## config.mk

```make
export PLATFORM = sky130hd
export DESIGN_NAME = entropy_encoder_ctrl
export DESIGN_NICKNAME = d
export VERILOG_FILES = /design/src/rtl/entropy_encoder_ctrl.sv
export SDC_FILE = /design/constraint.sdc
export NUM_CORES = 1
export LEC_CHECK = 0
export CORE_UTILIZATION = 48
export DETAILED_ROUTE_END_ITERATION = 10
export GPL_TIMING_DRIVEN = 0
export PLACE_DENSITY = 0.81
export SYNTH_ARGS = -nofsm -noshare
export SYNTH_HDL_FRONTEND = slang
export SYNTH_SLANG_ARGS = --single-unit
```

## constraint.sdc

```tcl
create_clock -name top_clk -period 4.95 [get_ports top_clk]
set_input_delay 0.99 -clock top_clk [delete_from_list [all_inputs] [get_ports top_clk]]
set_output_delay 0.99 -clock top_clk [all_outputs]
set_load 0.005 [all_outputs]
```

## src/rtl/entropy_encoder_ctrl.sv

```systemverilog
// Tile sequencer in front of entropy_encoder: feeds one symbol record per cycle, flags first/final, flushes and resets.
// Optional byte counter and flag-4 error are built only when ENC_CTRL_BYTE_COUNT_EN is defined.
module entropy_encoder_ctrl #(
  parameter int RANGE_WIDTH     = 16,
  parameter int SYMBOL_WIDTH    = 4,
  parameter int BITSTREAM_WIDTH = 8,
  parameter int RESET_CYCLES    = 1,
  parameter int FLUSH_TIMEOUT   = 1024,
  parameter int CNT_WIDTH       = 32
) (
  input  logic                       top_clk,
  input  logic                       top_reset,
  input  logic                       in_valid,
  output logic                       in_ready,
  input  logic [RANGE_WIDTH-1:0]     in_fl,
  input  logic [RANGE_WIDTH-1:0]     in_fh,
  input  logic [SYMBOL_WIDTH-1:0]    in_symbol,
  input  logic [SYMBOL_WIDTH:0]      in_nsyms,
  input  logic                       in_bool,
  input  logic                       in_last,
  output logic                       enc_reset,
  output logic                       enc_valid,
  output logic                       enc_flag_first,
  output logic                       enc_final_flag,
  output logic [RANGE_WIDTH-1:0]     enc_fl,
  output logic [RANGE_WIDTH-1:0]     enc_fh,
  output logic [SYMBOL_WIDTH-1:0]    enc_symbol,
  output logic [SYMBOL_WIDTH:0]      enc_nsyms,
  output logic                       enc_bool,
  input  logic [2:0]                 enc_flag_bitstream,
  input  logic [BITSTREAM_WIDTH-1:0] enc_run_len,
  input  logic                       enc_flag_last,
  output logic                       tile_done,
  output logic [CNT_WIDTH-1:0]       tile_sym_count,
  output logic [CNT_WIDTH-1:0]       tile_byte_count,
  output logic                       err_timeout,
  output logic                       err_flag4,
  output logic [1:0]                 dbg_state
);

  // Input handshake: a record transfers on a rising clock edge where in_valid && in_ready.
  // in_ready is registered and high only in RUN; the record appears on enc_* the next cycle.

  typedef enum logic [1:0] {
    ST_RST   = 2'd0,
    ST_RUN   = 2'd1,
    ST_FLUSH = 2'd2
  } state_t;

  localparam int TW = $clog2(FLUSH_TIMEOUT + 1);

  state_t               state;
  logic [3:0]           rst_cnt;
  logic [TW-1:0]        flush_cnt;
  logic                 first_armed;
  logic [CNT_WIDTH-1:0] sym_cnt;
  logic                 accept;
  logic                 timeout_hit;
  logic                 tile_end;

  assign accept      = in_valid && in_ready;
  assign timeout_hit = (flush_cnt == TW'(FLUSH_TIMEOUT - 1));
  assign tile_end    = (state == ST_FLUSH) && (enc_flag_last || timeout_hit);
  assign dbg_state   = state;

  always_ff @(posedge top_clk or posedge top_reset) begin
    if (top_reset) begin
      state          <= ST_RST;
      rst_cnt        <= '0;
      flush_cnt      <= '0;
      first_armed    <= 1'b1;
      sym_cnt        <= '0;
      enc_reset      <= 1'b1;
      in_ready       <= 1'b0;
      enc_valid      <= 1'b0;
      enc_flag_first <= 1'b0;
      enc_final_flag <= 1'b0;
      enc_fl         <= '0;
      enc_fh         <= '0;
      enc_symbol     <= '0;
      enc_nsyms      <= '0;
      enc_bool       <= 1'b0;
      tile_done      <= 1'b0;
      tile_sym_count <= '0;
      err_timeout    <= 1'b0;
    end else begin
      tile_done      <= 1'b0;
      enc_valid      <= 1'b0;
      enc_flag_first <= 1'b0;
      case (state)
        ST_RST: begin
          first_armed    <= 1'b1;
          sym_cnt        <= '0;
          flush_cnt      <= '0;
          enc_final_flag <= 1'b0;
          if (rst_cnt == 4'(RESET_CYCLES - 1)) begin
            state     <= ST_RUN;
            rst_cnt   <= '0;
            enc_reset <= 1'b0;
            in_ready  <= 1'b1;
          end else begin
            rst_cnt <= rst_cnt + 4'd1;
          end
        end
        ST_RUN: begin
          if (accept) begin
            enc_fl         <= in_fl;
            enc_fh         <= in_fh;
            enc_symbol     <= in_symbol;
            enc_nsyms      <= in_nsyms;
            enc_bool       <= in_bool;
            enc_valid      <= 1'b1;
            enc_flag_first <= first_armed;
            first_armed    <= 1'b0;
            sym_cnt        <= sym_cnt + CNT_WIDTH'(1);
            if (in_last) begin
              state    <= ST_FLUSH;
              in_ready <= 1'b0;
            end
          end
        end
        ST_FLUSH: begin
          enc_final_flag <= 1'b1;
          // enc_flag_last takes priority over a timeout landing in the same cycle.
          if (tile_end) begin
            tile_done      <= 1'b1;
            tile_sym_count <= sym_cnt;
            state          <= ST_RST;
            rst_cnt        <= '0;
            enc_reset      <= 1'b1;
            enc_final_flag <= 1'b0;
            if (!enc_flag_last) err_timeout <= 1'b1;
          end else begin
            flush_cnt <= flush_cnt + TW'(1);
          end
        end
        default: begin
          state     <= ST_RST;
          rst_cnt   <= '0;
          enc_reset <= 1'b1;
          in_ready  <= 1'b0;
        end
      endcase
    end
  end

`ifdef ENC_CTRL_BYTE_COUNT_EN
  logic [CNT_WIDTH-1:0] byte_cnt;
  logic [CNT_WIDTH-1:0] byte_inc;
  logic [CNT_WIDTH-1:0] byte_next;

  // Bytes the encoder emits this cycle, decoded from its bitstream flag and run length.
  always_comb begin
    byte_inc = '0;
    case (enc_flag_bitstream)
      3'd1, 3'd2, 3'd3: byte_inc = CNT_WIDTH'(enc_flag_bitstream);
      3'd5:             byte_inc = CNT_WIDTH'(enc_run_len) + CNT_WIDTH'(1);
      3'd6:             byte_inc = CNT_WIDTH'(enc_run_len) + CNT_WIDTH'(2);
      3'd7:             byte_inc = CNT_WIDTH'(enc_run_len) + CNT_WIDTH'(3);
      default:          byte_inc = '0;
    endcase
  end

  assign byte_next = byte_cnt + byte_inc;

  always_ff @(posedge top_clk or posedge top_reset) begin
    if (top_reset) begin
      byte_cnt        <= '0;
      tile_byte_count <= '0;
      err_flag4       <= 1'b0;
    end else if (state == ST_RST) begin
      byte_cnt <= '0;
    end else begin
      byte_cnt <= byte_next;
      if (enc_flag_bitstream == 3'd4) err_flag4 <= 1'b1;
      if (tile_end) tile_byte_count <= byte_next;
    end
  end
`else
  logic unused_byte_inputs;
  assign unused_byte_inputs = ^{enc_flag_bitstream, enc_run_len};
  assign tile_byte_count    = '0;
  assign err_flag4          = 1'b0;
`endif

endmodule

```

# After elaboration in Yosys (flattened, before gate mapping)
# Cells that the tools add are included.
word_totals:
  register_bits: 131
  inputBits: 58
  out_inout_bits: 116
  wordCells: 77
op_classes:
  addsub: 3
  n_eq_ne: 8
  n_mux: 29
  n_bitwise: 3
  n_reduce_logical: 16
ops:
  columns: ["operator", "count"]
  rows:
  - ["32-bit one-hot mux with 2 select lines", 1]
  - ["32-bit by 1-bit adder with 32-bit output, second input constant", 1]
  - ["32-bit 2-to-1 mux", 1]
  - ["11-bit one-hot mux with 2 select lines", 1]
  - ["1-bit 2-to-1 mux", 13]
  - ["4-bit one-hot mux with 3 select lines", 1]
  - ["11-bit by 1-bit adder with 11-bit output, second input constant", 1]
  - ["11-bit by 10-bit equality test with 1-bit output, second input constant", 1]
  - ["11-bit 2-to-1 mux", 1]
  - ["2-bit inequality test, second input constant", 5]
  - ["2-bit AND reduction", 5]
  - ["2-bit 2-to-1 mux", 4]
  - ["4-bit 2-to-1 mux", 2]
  - ["4-bit AND reduction", 2]
  - ["1-bit one-hot mux with 3 select lines", 2]
  - ["2-bit one-hot mux with 3 select lines", 1]
  - ["3-bit AND reduction", 2]
  - ["4-bit by 1-bit adder with 4-bit output, second input constant", 1]
  - ["4-bit logical NOT", 1]
  - ["1-bit one-hot mux with 2 select lines", 2]
  - ["2-bit nonzero test", 2]
  - ["1-bit NOT", 3]
  - ["2-bit by 1-bit equality test with 1-bit output, second input constant", 1]
  - ["2-bit equality test, second input constant", 1]
  - ["3 further kinds", 4]

# Logic depth before layout (Yosys ltp)
# Gate-level depths: netlist of the first run.
logic_depth:
  word_depth: 5
  depth_mapped: 6
  mapped_depth_nobuf: 6

# Worst setup path after synthesis of the first run
# Ideal clock, no wire load.
synth_path:
  kind: "input-to-reg"
  from: "input in_valid"
  to: "register sym_cnt[20]"
  setup_ns: 0.140
  t_arrival_ns: 2.105
  required_ns: 4.810
  path_slack_ns: 2.705
  cell_stages: 4
  path_buffers: 0
  path_cell_list: "nand4b_4 -> or4_4 -> o311ai_0 -> o41ai_1"
synth_between:
  elab_chain_len: 3
synth_lines:
  columns: ["element", "line_no", "text"]
  rows:
  - ["start, declared", "13", "input logic in_valid,"]
  - ["1-bit logical AND", "61", "assign accept = in_valid && in_ready;"]
  - ["2-bit inequality test (no line)", null, null]
  - ["2-bit AND reduction (no line)", null, null]
  - ["end signal, assigned", "115", "sym_cnt <= sym_cnt + CNT_WIDTH'(1);"]
  - ["end, declared", "56", "logic [CNT_WIDTH-1:0] sym_cnt;"]
# Every way passes these cells.
# A chain may end at the register's enable or synchronous reset.

# Worst setup path in the final report of the first run
layout_path:
  from: "input in_valid"
  to: "register sym_cnt[17]"
# Same word-level chain as after synthesis.

==> metrics.yaml, run 1 <==
run_status:
  status: "finished, final reports clean"
pwr:
  total_leakage_power_nw: 4.02
  peakVddDrop_v: 0.000390
  p_switching_mw: 1.09
  combPwrFrac_pct: 28.7
  power.share.clock_pct: 32.3
  intPower_mw: 2.63
  p_per_area_mw_per_mm2: 454
  p_seq_share_pct: 39.0
  p_sw_share_pct: 29.3
placed_design:
  placed_cell_area_mm2: 0.00764
  dp_cells: 921
  gp_congestion: 0.819
  dp_hpwl_um: 10100
  pre_cts_ws_ns: 1.75
  portBuffers: 129
route:
  vias: 4913
  drc_errors: 0
  post_drt_wl_per_cell_um: 14.8
  ant_nets: 0
  drt_iter0_drc: 215
  avgViaCountPerCell: 5.16
  drt_wl_total_um: 14100
  drt_first_pass_iters: 4
sta:
  fin_crit_sh_pct: 57.1
  tightest_slew_ns: 0.831
  timing.final.ws_setup_ns: 2.12
  finalHoldViolCount: 0
  setup_viol: 0
  rsz0062_at_grt: "no"
  relSlewSlack_pct: 44.1
  fmax_mhz: 354
  final.setup_skew_ns: 0.00786
  drv_slew: 0
  fin_crit_ns: 2.83
yosys:
  synth_mux_area_share_pct: 9.54
  synth_xor_area_share_pct: 0.586
  synth_flop_cell: "dfrtp_1"
  synthArstFlopShare_pct: 100
  synth_top_cell_by_area: "dfrtp_1"
  syn_avg_cell_area_um2: 10.1
  synth_top_family_by_area: "simple AND/OR/NAND/NOR gates"
  synth_edf_count: 0
  ys_types: 53
  ys_seq_elements: 131
  syn-cell-area_mm2: 0.00598
  synthSimpleGateAreaFrac_pct: 20.5
  syn_inst: 591
  synth-compound-area-share_pct: 6.38
  yosysWarnings: 0
  ys_top_cells_by_area: "dfrtp_1, nand2_1, mux2_2"
  synthAdderAreaFrac_pct: 0.837
  post-synth-top-area-fraction_pct: 54.0
  synth-seq-area-share_pct: 54.8
cts:
  cts_sinks: 131
  cts_setup_buffers: 0
  cts_root_buf: "clkbuf_16"
  clk_pin_slew_ns: 0.05
  post_cts_resized: 0
  htree_levels: 4
  postCtsHoldBufs: 0
  cts_tree: "built"
  cts_buffers: 17
  cts_buffer_depth: 2
  clock_latency_ns: 0.42
layout:
  area_delta_synth_final_pct: 37.0
  regArea_mm2: 0.00328
  post-route-util_pct: 68.0
  fill_cells: 911
  nNetsFinal: 834
  layout_commonest_cell: "nand2_1"
  fin_area_mm2: 0.00820
  stdcell_count: 953
  antenna_cells: 0
  multi_input_area_mm2: 0.00239
  drive_gt1_share_pct: 14.0
  final_cell_mix: "nand2_1, dfrtp_1, clkdlybuf4s50_1, buf_4, conb_1"
setup_path:
  crit_fanout: 10
  cp.arrival_ns: 3.12
  crit_type: "in -> reg"
  crit_slowest_cell: "nor3_1"
  crit_path_max_incr_delay_ns: 0.67
  worstPathCellList: "clkdlybuf4s50_1, nand4b_4, nor3_1, buf_2, nand3_1, mux2i_1"
  end_kind: "flop"
  worstPathRequired_ns: 5.24
  startpoint_type: "primary input"
floorplan:
  rows: 40
  ioPinCount: 174
  die_y_um: 114
  dieArea_mm2: 0.0129
  die_x_um: 114
  start_util_pct: 49.6
  core_mm2: 0.0121
global_route:
  grt_pass1_wl_um: 23400
  grt_max_degree: 106
  antenna_found_initial: 0
  grt_remaining_overflow: 0
  grt_pass1_vias: 4918
  grt_use_total_pct: 23.4
worst_hold_path:
  min_path_type: "reg -> reg"
run:
  drv_cap: 0
[worst paths after layout]
| path | startpoint | to | slack [ns] | depth (start not counted) |
|---|---|---|---|---|
| max | in_valid | sym_cnt[17] | 2.12 | 6 |
| min | first_armed | first_armed | 0.46 | 2 |
| max reg2reg | flush_cnt[0] | tile_sym_count[7] | 2.60 | 6 |
| min reg2reg | first_armed | first_armed | 0.46 | 2 |
| max in group asynchronous | top_reset | enc_reset | 3.25 | 3 |
| min in group asynchronous | top_reset | flush_cnt[4] | 0.91 | 2 |
[power groups by stage]
stage	logic (mW)	registers, mW	clock network [mW]
6_report	1.07	1.45	1.20
5_1_grt	1.19	1.48	1.26
4_1_cts	1.08	1.45	1.22
3_5_place_dp	1.06	1.47	0
3_3_place_gp	1.03	1.45	0
2_1_floorplan	0.458	1.46	0
[cell usage after synthesis, drive strengths merged, types with 4 or more instances]
library cell,count
nor2,16
o21ai,12
clkbuf,15
nand4,17
nor3,5
buf,43
a31o,5
mux2i,21
nand2,177
nand3,20
nand2b,5
xnor2,4
and2,5
mux2,32
a21oi,7
ha,4
and3,4
dfrtp,129
inv,17
nor4,8
[metal layers]
metal,GRT usage (%),share of wire (%)
met1,27.0,40
met2,38.2,48
met3,9.40,9.2
met4,10.7,1.9
met5,0,0
[per-stage QoR]
step	setup TNS (ns)	power [mW]	hold slack [ns]
2_1_floorplan	0	1.92	0.436
3_3_place_gp	-155.59	2.48	0.450
3_5_place_dp	0	2.53	0.458
4_1_cts	0	3.75	0.466
5_1_grt	0	3.93	0.499
6_report	0	3.72	0.457
[area by class of cell]
class,count,share of cell area (%)
buffer,58,4.50
clock buffer,27,5.89
clock inverter,5,0.962
inverter,17,0.839
multi-input combinational,417,29.1
sequential,131,40.0
tap,168,2.56
timing repair buffer,130,16.1
[flip-flops by register name, indices dropped and copies added (netlist names)]
name / flops
dbg_state: 2
tile_sym_count: 32
enc_bool: 1
first_armed: 1
in_ready: 1
tile_done: 1
rst_cnt: 4
enc_fh: 16
enc_reset: 1
enc_final_flag: 1
sym_cnt: 32
err_timeout: 1
enc_flag_first: 1
flush_cnt: 11
enc_nsyms: 5
enc_fl: 16
enc_valid: 1
enc_symbol: 4
[critical path: cells and delay by family]
kind	cells	cell delay, ns
and+or+nand+nor	3	1.02
muxes	1	0.14
buffers and inverters	2	0.96
[cells by family after synthesis]
kind of cell             Yosys count
AND/OR/NAND/NOR                  271
XOR/XNOR                           4
buffers and inverters             75
multiplexers                      53
AO/OA/AOI/OAI                     52
other                              1
adder cells (fa/ha/maj)            4
flip-flops                       131
Power figures use the tool's default switching activity.
==> run 2, diff against run 1 <==
- CORE_UTILIZATION: 48 -> 43
- PLACE_DENSITY: 0.81 -> 0.76
- clock period: 4.95 -> 2.6 ns (I/O delays scaled with it)
==> run 2 against run 1 <==
Net effect:
- flip-flop and latch count did not move
- combinational power rose by 90%
- critical path depth did not move
- clock skew barely moved
- register-to-register slack got worse by 2.3 ns
- final cell count rose by 1.0%
- non-clock buffer count rose by 2
- critical endpoint is now tile_sym_count[10]
- routed wire length rose by 0.18%
- total power rose by 97%
- die area rose by 11%
- global-route usage fell by 2.3 points
==> metrics.yaml, run 2 (synthesized netlist as in run 1, its figures left out) <==
floorplan:
  die_x_um: 120  # +5.6%
  die_y_um: 120  # +5.6%
  start_util_pct: 44.6  # -5.0 points
  ioPinCount: 174  # unchanged
  dieArea_mm2: 0.0144  # +11%
  core_mm2: 0.0134  # +11%
  rows: 42  # +5.0%
cts:
  clock_latency_ns: 0.42  # about the same
  cts_buffers: 17  # unchanged
  cts_setup_buffers: 0  # unchanged
  cts_buffer_depth: 2  # unchanged
  postCtsHoldBufs: 0  # unchanged
  cts_sinks: 131  # unchanged
  htree_levels: 4  # unchanged
  cts_tree: "built"
  clk_pin_slew_ns: 0.06  # about the same
  post_cts_resized: 0  # unchanged
  cts_root_buf: "clkbuf_16"
setup_path:
  cp.arrival_ns: 2.60  # -0.52 ns
  crit_path_max_incr_delay_ns: 0.38  # -0.29 ns
  crit_family: "simple AND/OR/NAND/NOR gates"
  end_kind: "flop"
  worstPathCellList: "ha_1, and4b_1, a41oi_2, nor2_4, buf_6, mux2_2"
  crit_fanout: 10  # unchanged
  worst-path-buf-inv: 1  # -1
  startpoint_type: "flop"
  crit_type: "reg -> reg"
  crit_slowest_cell: "dfrtp_1"
  worstPathRequired_ns: 2.90  # -2.34 ns
sta:
  drv_slew: 0  # unchanged
  fin_crit_sh_pct: 88.5
  hold_ws_ns: 0.463  # +0.00583 ns
  rsz0062_at_grt: "no"
  relSlewSlack_pct: 46.1  # +2.0 points
  fmax_mhz: 435
  fin_crit_ns: 2.30
  finalHoldViolCount: 0  # unchanged
  final.setup_skew_ns: 0.00826  # +0.000394 ns
  setup_viol: 0  # unchanged
  tightest_slew_ns: 0.801  # -0.0304 ns
route:
  ant_nets: 0  # unchanged
  drc_errors: 0  # unchanged
  avgViaCountPerCell: 5.01  # -2.9%
  drt_iter0_drc: 257  # +20%
  drt_first_pass_iters: 4  # unchanged
  drt_wl_total_um: 14200  # +0.18%
  vias: 4823  # -1.8%
  post_drt_wl_per_cell_um: 14.7  # -0.86%
run_status:
  status: "finished, final reports clean"
pwr:
  p_per_area_mw_per_mm2: 884  # +95%
  finalPower_mw: 7.34  # +97%
  p_switching_mw: 2.11  # +93%
  combPwrFrac_pct: 27.6  # -1.1 points
  intPower_mw: 5.23  # +99%
  peakVddDrop_v: 0.000594  # +52%
  p_sw_share_pct: 28.7  # -0.56 points
  total_leakage_power_nw: 4.07  # +1.1%
  p_seq_share_pct: 37.7  # -1.3 points
  power.share.clock_pct: 34.7  # +2.4 points
layout:
  area_delta_synth_final_pct: 38.9
  fin_area_mm2: 0.00831  # +1.3%
  antenna_cells: 0  # unchanged
  fill_cells: 1085  # +19%
  regArea_mm2: 0.00328  # unchanged
  layout_commonest_cell: "nand2_1"
  final_cell_mix: "nand2_1, dfrtp_1, clkdlybuf4s50_1, buf_4, conb_1"
  nNetsFinal: 836  # +0.24%
  drive_gt1_share_pct: 14.9  # +0.85 points
  stdcell_count: 963  # +1.0%
  largest_registers: "sym_cnt (32), tile_sym_count (32)"
  multi_input_area_mm2: 0.00239  # unchanged
global_route:
  grt_use_total_pct: 21.0  # -2.3 points
  grt_remaining_overflow: 0  # unchanged
  grt_max_degree: 42  # -60%
  grt_pass1_vias: 4878  # -0.81%
  grt_pass1_wl_um: 23500  # +0.47%
  antenna_found_initial: 0  # unchanged
placed_design:
  portBuffers: 129  # unchanged
  gp_congestion: 0.813  # -0.73%
  dp_cells: 931  # +1.1%
  placed_cell_area_mm2: 0.00768  # +0.54%
  dp_hpwl_um: 10100  # -0.17%
worst_hold_path:
  min_path_type: "reg -> reg"
run:
  drv_cap: 0  # unchanged
==> run 2: cell count changes in the layout (fill, tap and decap cells not counted), sizes merged <==
| cell | delta |
|---|---|
| buf | +2 |
| bufinv | +2 |
| clkbuf | -4 |
| clkinv | +1 |
| clkinvlp | +2 |
| inv | -1 |
==> run 2: final cells by class <==
cell class                      count  share of cell area, %
Clock inverter                      9                   1.82
Timing Repair Buffer              132                   16.3
Tap cell                          176                   2.65
Buffer                             58                   4.44
Inverter                           17                  0.813
Multi-Input combinational cell    417                   28.8
Sequential cell                   131                   39.5
Clock buffer                       23                   5.75
==> run 2: layer usage <==
| metal | vias to the layer above | global-route usage [%] | wire [µm] |
|---|---|---|---|
| met3 | 24 | 8.94 | 1270 |
| met1 | 2320 | 25.7 | 5990 |
| met4 | 0 | 8.44 | 225 |
| met5 | - | 0 | 0 |
| met2 | 172 | 32.7 | 6680 |
| li1 | 2307 | - | - |
==> run 2: path summary, 6_finish.rpt <==
path	startpoint	end	slack, ns	depth (start not counted)
min in group asynchronous	top_reset	enc_nsyms[2]	0.48	2
hold / removal	first_armed	first_armed	0.46	2
hold reg to reg	first_armed	first_armed	0.46	2
setup / recovery	flush_cnt[0]	tile_sym_count[10]	0.30	6
max in group asynchronous	top_reset	tile_sym_count[15]	1.30	4
setup reg to reg	flush_cnt[0]	tile_sym_count[10]	0.30	6
==> run 2: per-stage QoR <==
step / util (%) / worst slack, ns / TNS [ns]
final: 62.0 / 0.299 / 0
after global routing: 62.0 / 0.144 / 0
after CTS: 62.0 / 0.298 / 0
after detailed placement: 57.3 / -0.112 / -0.762
after global placement: 56.8 / -0.684 / -88.58
after floorplan: - / 0.458 / 0
==> run 2: power groups by stage <==
stage	clock (mW)	sequential, mW	combinational (mW)
2_1_floorplan	0	2.78	0.872
3_3_place_gp	0	2.77	1.97
3_5_place_dp	0	2.79	2.03
4_1_cts	2.59	2.77	2.05
5_1_grt	2.67	2.82	2.25
6_report	2.54	2.77	2.03
==> run 2: worst register-to-register path: cells and delay by family (launching register included) <==
kind	cells	cell delay, ns
adders and majority gates	1	0.31
muxes	1	0.35
AOI/OAI and AO/OA	1	0.30
and+or+nand+nor	2	0.65
DFF	1	0.38
buffers and inverters	1	0.21
==> run 3, diff against run 2 <==
- CORE_UTILIZATION: 43 -> 40
- PLACE_DENSITY: 0.76 -> 0.72
==> run 3 against run 2 <==
Net effect:
- sequential power barely moved
- fmax down 0.77%
- first-iteration DRC count up 3.9%
- global-route usage shrank 1.7 points
- cell area is 0.12% higher
- clock power is essentially flat
- flip-flop and latch count stayed put
- critical path depth is the same
- core utilization decreased by 5.0 points
- die area grew 7.4%
- largest cell class unchanged
- largest power group unchanged
==> metrics.yaml, run 3 (synthesized netlist as in run 1, its figures left out) <==
run_status:
  status: "finished, final reports clean"
setup_path:
  crit_fanout: 10  # unchanged
  path_depth: 6  # unchanged
  crit_type: "in -> reg"
  worstPathCellList: "clkdlybuf4s50_1, nand4b_4, nor3_1, buf_2, nand3_1, mux2i_1"
  worstPathRequired_ns: 2.89  # about the same
  crit_family: "simple AND/OR/NAND/NOR gates"
  startpoint_type: "primary input"
  cp.arrival_ns: 2.61  # about the same
  worst-path-buf-inv: 2  # +1
  crit_slowest_cell: "nor3_1"
  end_kind: "flop"
  r2r.worst_path.cells: 6  # unchanged
  crit_path_max_incr_delay_ns: 0.61  # +0.23 ns
cts:
  htree_levels: 4  # unchanged
  cts_buffers: 17  # unchanged
  postCtsHoldBufs: 0  # unchanged
  cts_sinks: 131  # unchanged
  cts_tree: "built"
  cts_buffer_depth: 2  # unchanged
  cts_setup_buffers: 0  # unchanged
  clk_pin_slew_ns: 0.06  # about the same
  post_cts_resized: 0  # unchanged
  clock_latency_ns: 0.42  # about the same
  cts_root_buf: "clkbuf_16"
route:
  drt_first_pass_iters: 4  # unchanged
  post_drt_wl_per_cell_um: 14.6  # -0.42%
  drt_wl_total_um: 14200  # +0.41%
  avgViaCountPerCell: 4.97  # -0.78%
  ant_nets: 0  # unchanged
  drc_errors: 0  # unchanged
  vias: 4825  # +0.041%
  drt_iter0_drc: 267  # +3.9%
worst_hold_path:
  min_path_type: "reg -> reg"
  hold_depth: 2  # unchanged
layout:
  post-route-util_pct: 57.0  # -5.0 points
  area_delta_synth_final_pct: 39.0
  largest_registers: "sym_cnt (32), tile_sym_count (32)"
  drive_gt1_share_pct: 14.9  # unchanged
  antenna_cells: 0  # unchanged
  fill_cells: 1231  # +13%
  final_cell_mix: "nand2_1, dfrtp_1, clkdlybuf4s50_1, buf_4, conb_1"
  layout_commonest_cell: "nand2_1"
  stdcell_count: 971  # +0.83%
  nNetsFinal: 836  # unchanged
pwr:
  p_switching_mw: 2.12  # +0.67%
  intPower_mw: 5.23  # about the same
  combPwrFrac_pct: 27.8  # +0.2 points
  peakVddDrop_v: 0.000652  # +9.9%
  power.share.clock_pct: 34.6  # about the same
  p_per_area_mw_per_mm2: 884  # about the same
  p_seq_share_pct: 37.6  # about the same
  p_sw_share_pct: 28.9  # +0.14 points
  total_leakage_power_nw: 4.07  # unchanged
  finalPower_mw: 7.35  # +0.18%
sta:
  fmax_mhz: 431  # -0.77%
  setup_viol: 0  # unchanged
  timing.final.ws_setup_ns: 0.281  # -0.0179 ns
  final.setup_skew_ns: 0.00901  # +0.000757 ns
  tightest_slew_ns: 0.852  # +0.0508 ns
  finalHoldViolCount: 0  # unchanged
  fin_crit_sh_pct: 89.2  # +0.69 points
  drv_slew: 0  # unchanged
  relSlewSlack_pct: 42.7  # -3.4 points
  rsz0062_at_grt: "no"
  fin_crit_ns: 2.32  # +0.0179 ns
floorplan:
  die_x_um: 124  # +3.6%
  ioPinCount: 174  # unchanged
  die_y_um: 124  # +3.6%
  core_mm2: 0.0146  # +8.9%
  rows: 44  # +4.8%
  dieArea_mm2: 0.0154  # +7.4%
  start_util_pct: 41.0  # -3.6 points
placed_design:
  pre_cts_ws_ns: -0.149  # -0.0376 ns
  dp_cells: 939  # +0.86%
  gp_congestion: 0.783  # -3.6%
  dp_hpwl_um: 9940  # -1.5%
  portBuffers: 129  # unchanged
global_route:
  grt_use_total_pct: 19.3  # -1.7 points
  grt_pass1_wl_um: 24100  # +2.1%
  grt_pass1_vias: 4877  # -0.021%
  antenna_found_initial: 0  # unchanged
  grt_remaining_overflow: 0  # unchanged
  grt_max_degree: 39  # -7.1%
run:
  drv_cap: 0  # unchanged
run 3: cell counts in the layout (fill, tap and decap cells not counted):
Identical to the previous run, type by type.
run 3: power by group through the flow:
stage | Sequential, mW | Clock, mW | Combinational [mW]
after CTS | 2.77 | 2.60 | 2.06
after global routing | 2.82 | 2.68 | 2.26
after global placement | 2.77 | 0 | 1.97
final | 2.77 | 2.54 | 2.04
after floorplan | 2.78 | 0 | 0.872
after detailed placement | 2.79 | 0 | 2.04
run 3: worst register-to-register path, stage by stage (launching register included):
cell and delay [ns]:
dfrtp_1 0.37, ha_1 0.31, and4b_1 0.29, a41oi_2 0.29, nor2_4 0.37, buf_6 0.20, mux2_2 0.35
run 3: per-layer routing:
metal / up-vias / routed length (µm) / track usage [%]
met2: 172 / 6620 / 30.5
met5: - / 0 / 0
met4: 0 / 178 / 6.95
li1: 2320 / - / -
met1: 2319 / 6120 / 23.9
met3: 14 / 1300 / 7.65
run 3: metrics by stage:
stage                     setup TNS (ns)  instance area (µm²)  hold WS, ns
final                                  0                 8320        0.464
after global routing                   0                 8320        0.490
after CTS                              0                 8320        0.472
after detailed placement           -1.31                 7690        0.459
after global placement            -89.98                 7630        0.449
after floorplan                        0                 6110        0.436
run 3: worst paths after layout:
path                               from                end  slack (ns)
min reg2reg                 first_armed        first_armed        0.46
max reg2reg                flush_cnt[0]  tile_sym_count[9]        0.29
max                            in_valid        sym_cnt[23]        0.28
min                         first_armed        first_armed        0.46
max in group asynchronous     top_reset          enc_reset        1.12
min in group asynchronous     top_reset          enc_fh[0]        0.56
run 3: layout make-up:
| class | instances | area [µm²] | area share, % |
|---|---|---|---|
| flip-flops and latches | 131 | 3280 | 39.4 |
| multi-input cells | 417 | 2390 | 28.7 |
| repair buffers | 132 | 1350 | 16.2 |
| clock buffers | 23 | 478 | 5.75 |
| plain buffers | 58 | 369 | 4.44 |
| well taps | 184 | 230 | 2.77 |
| clock inverters | 9 | 151 | 1.82 |
| inverters | 17 | 67.6 | 0.812 |
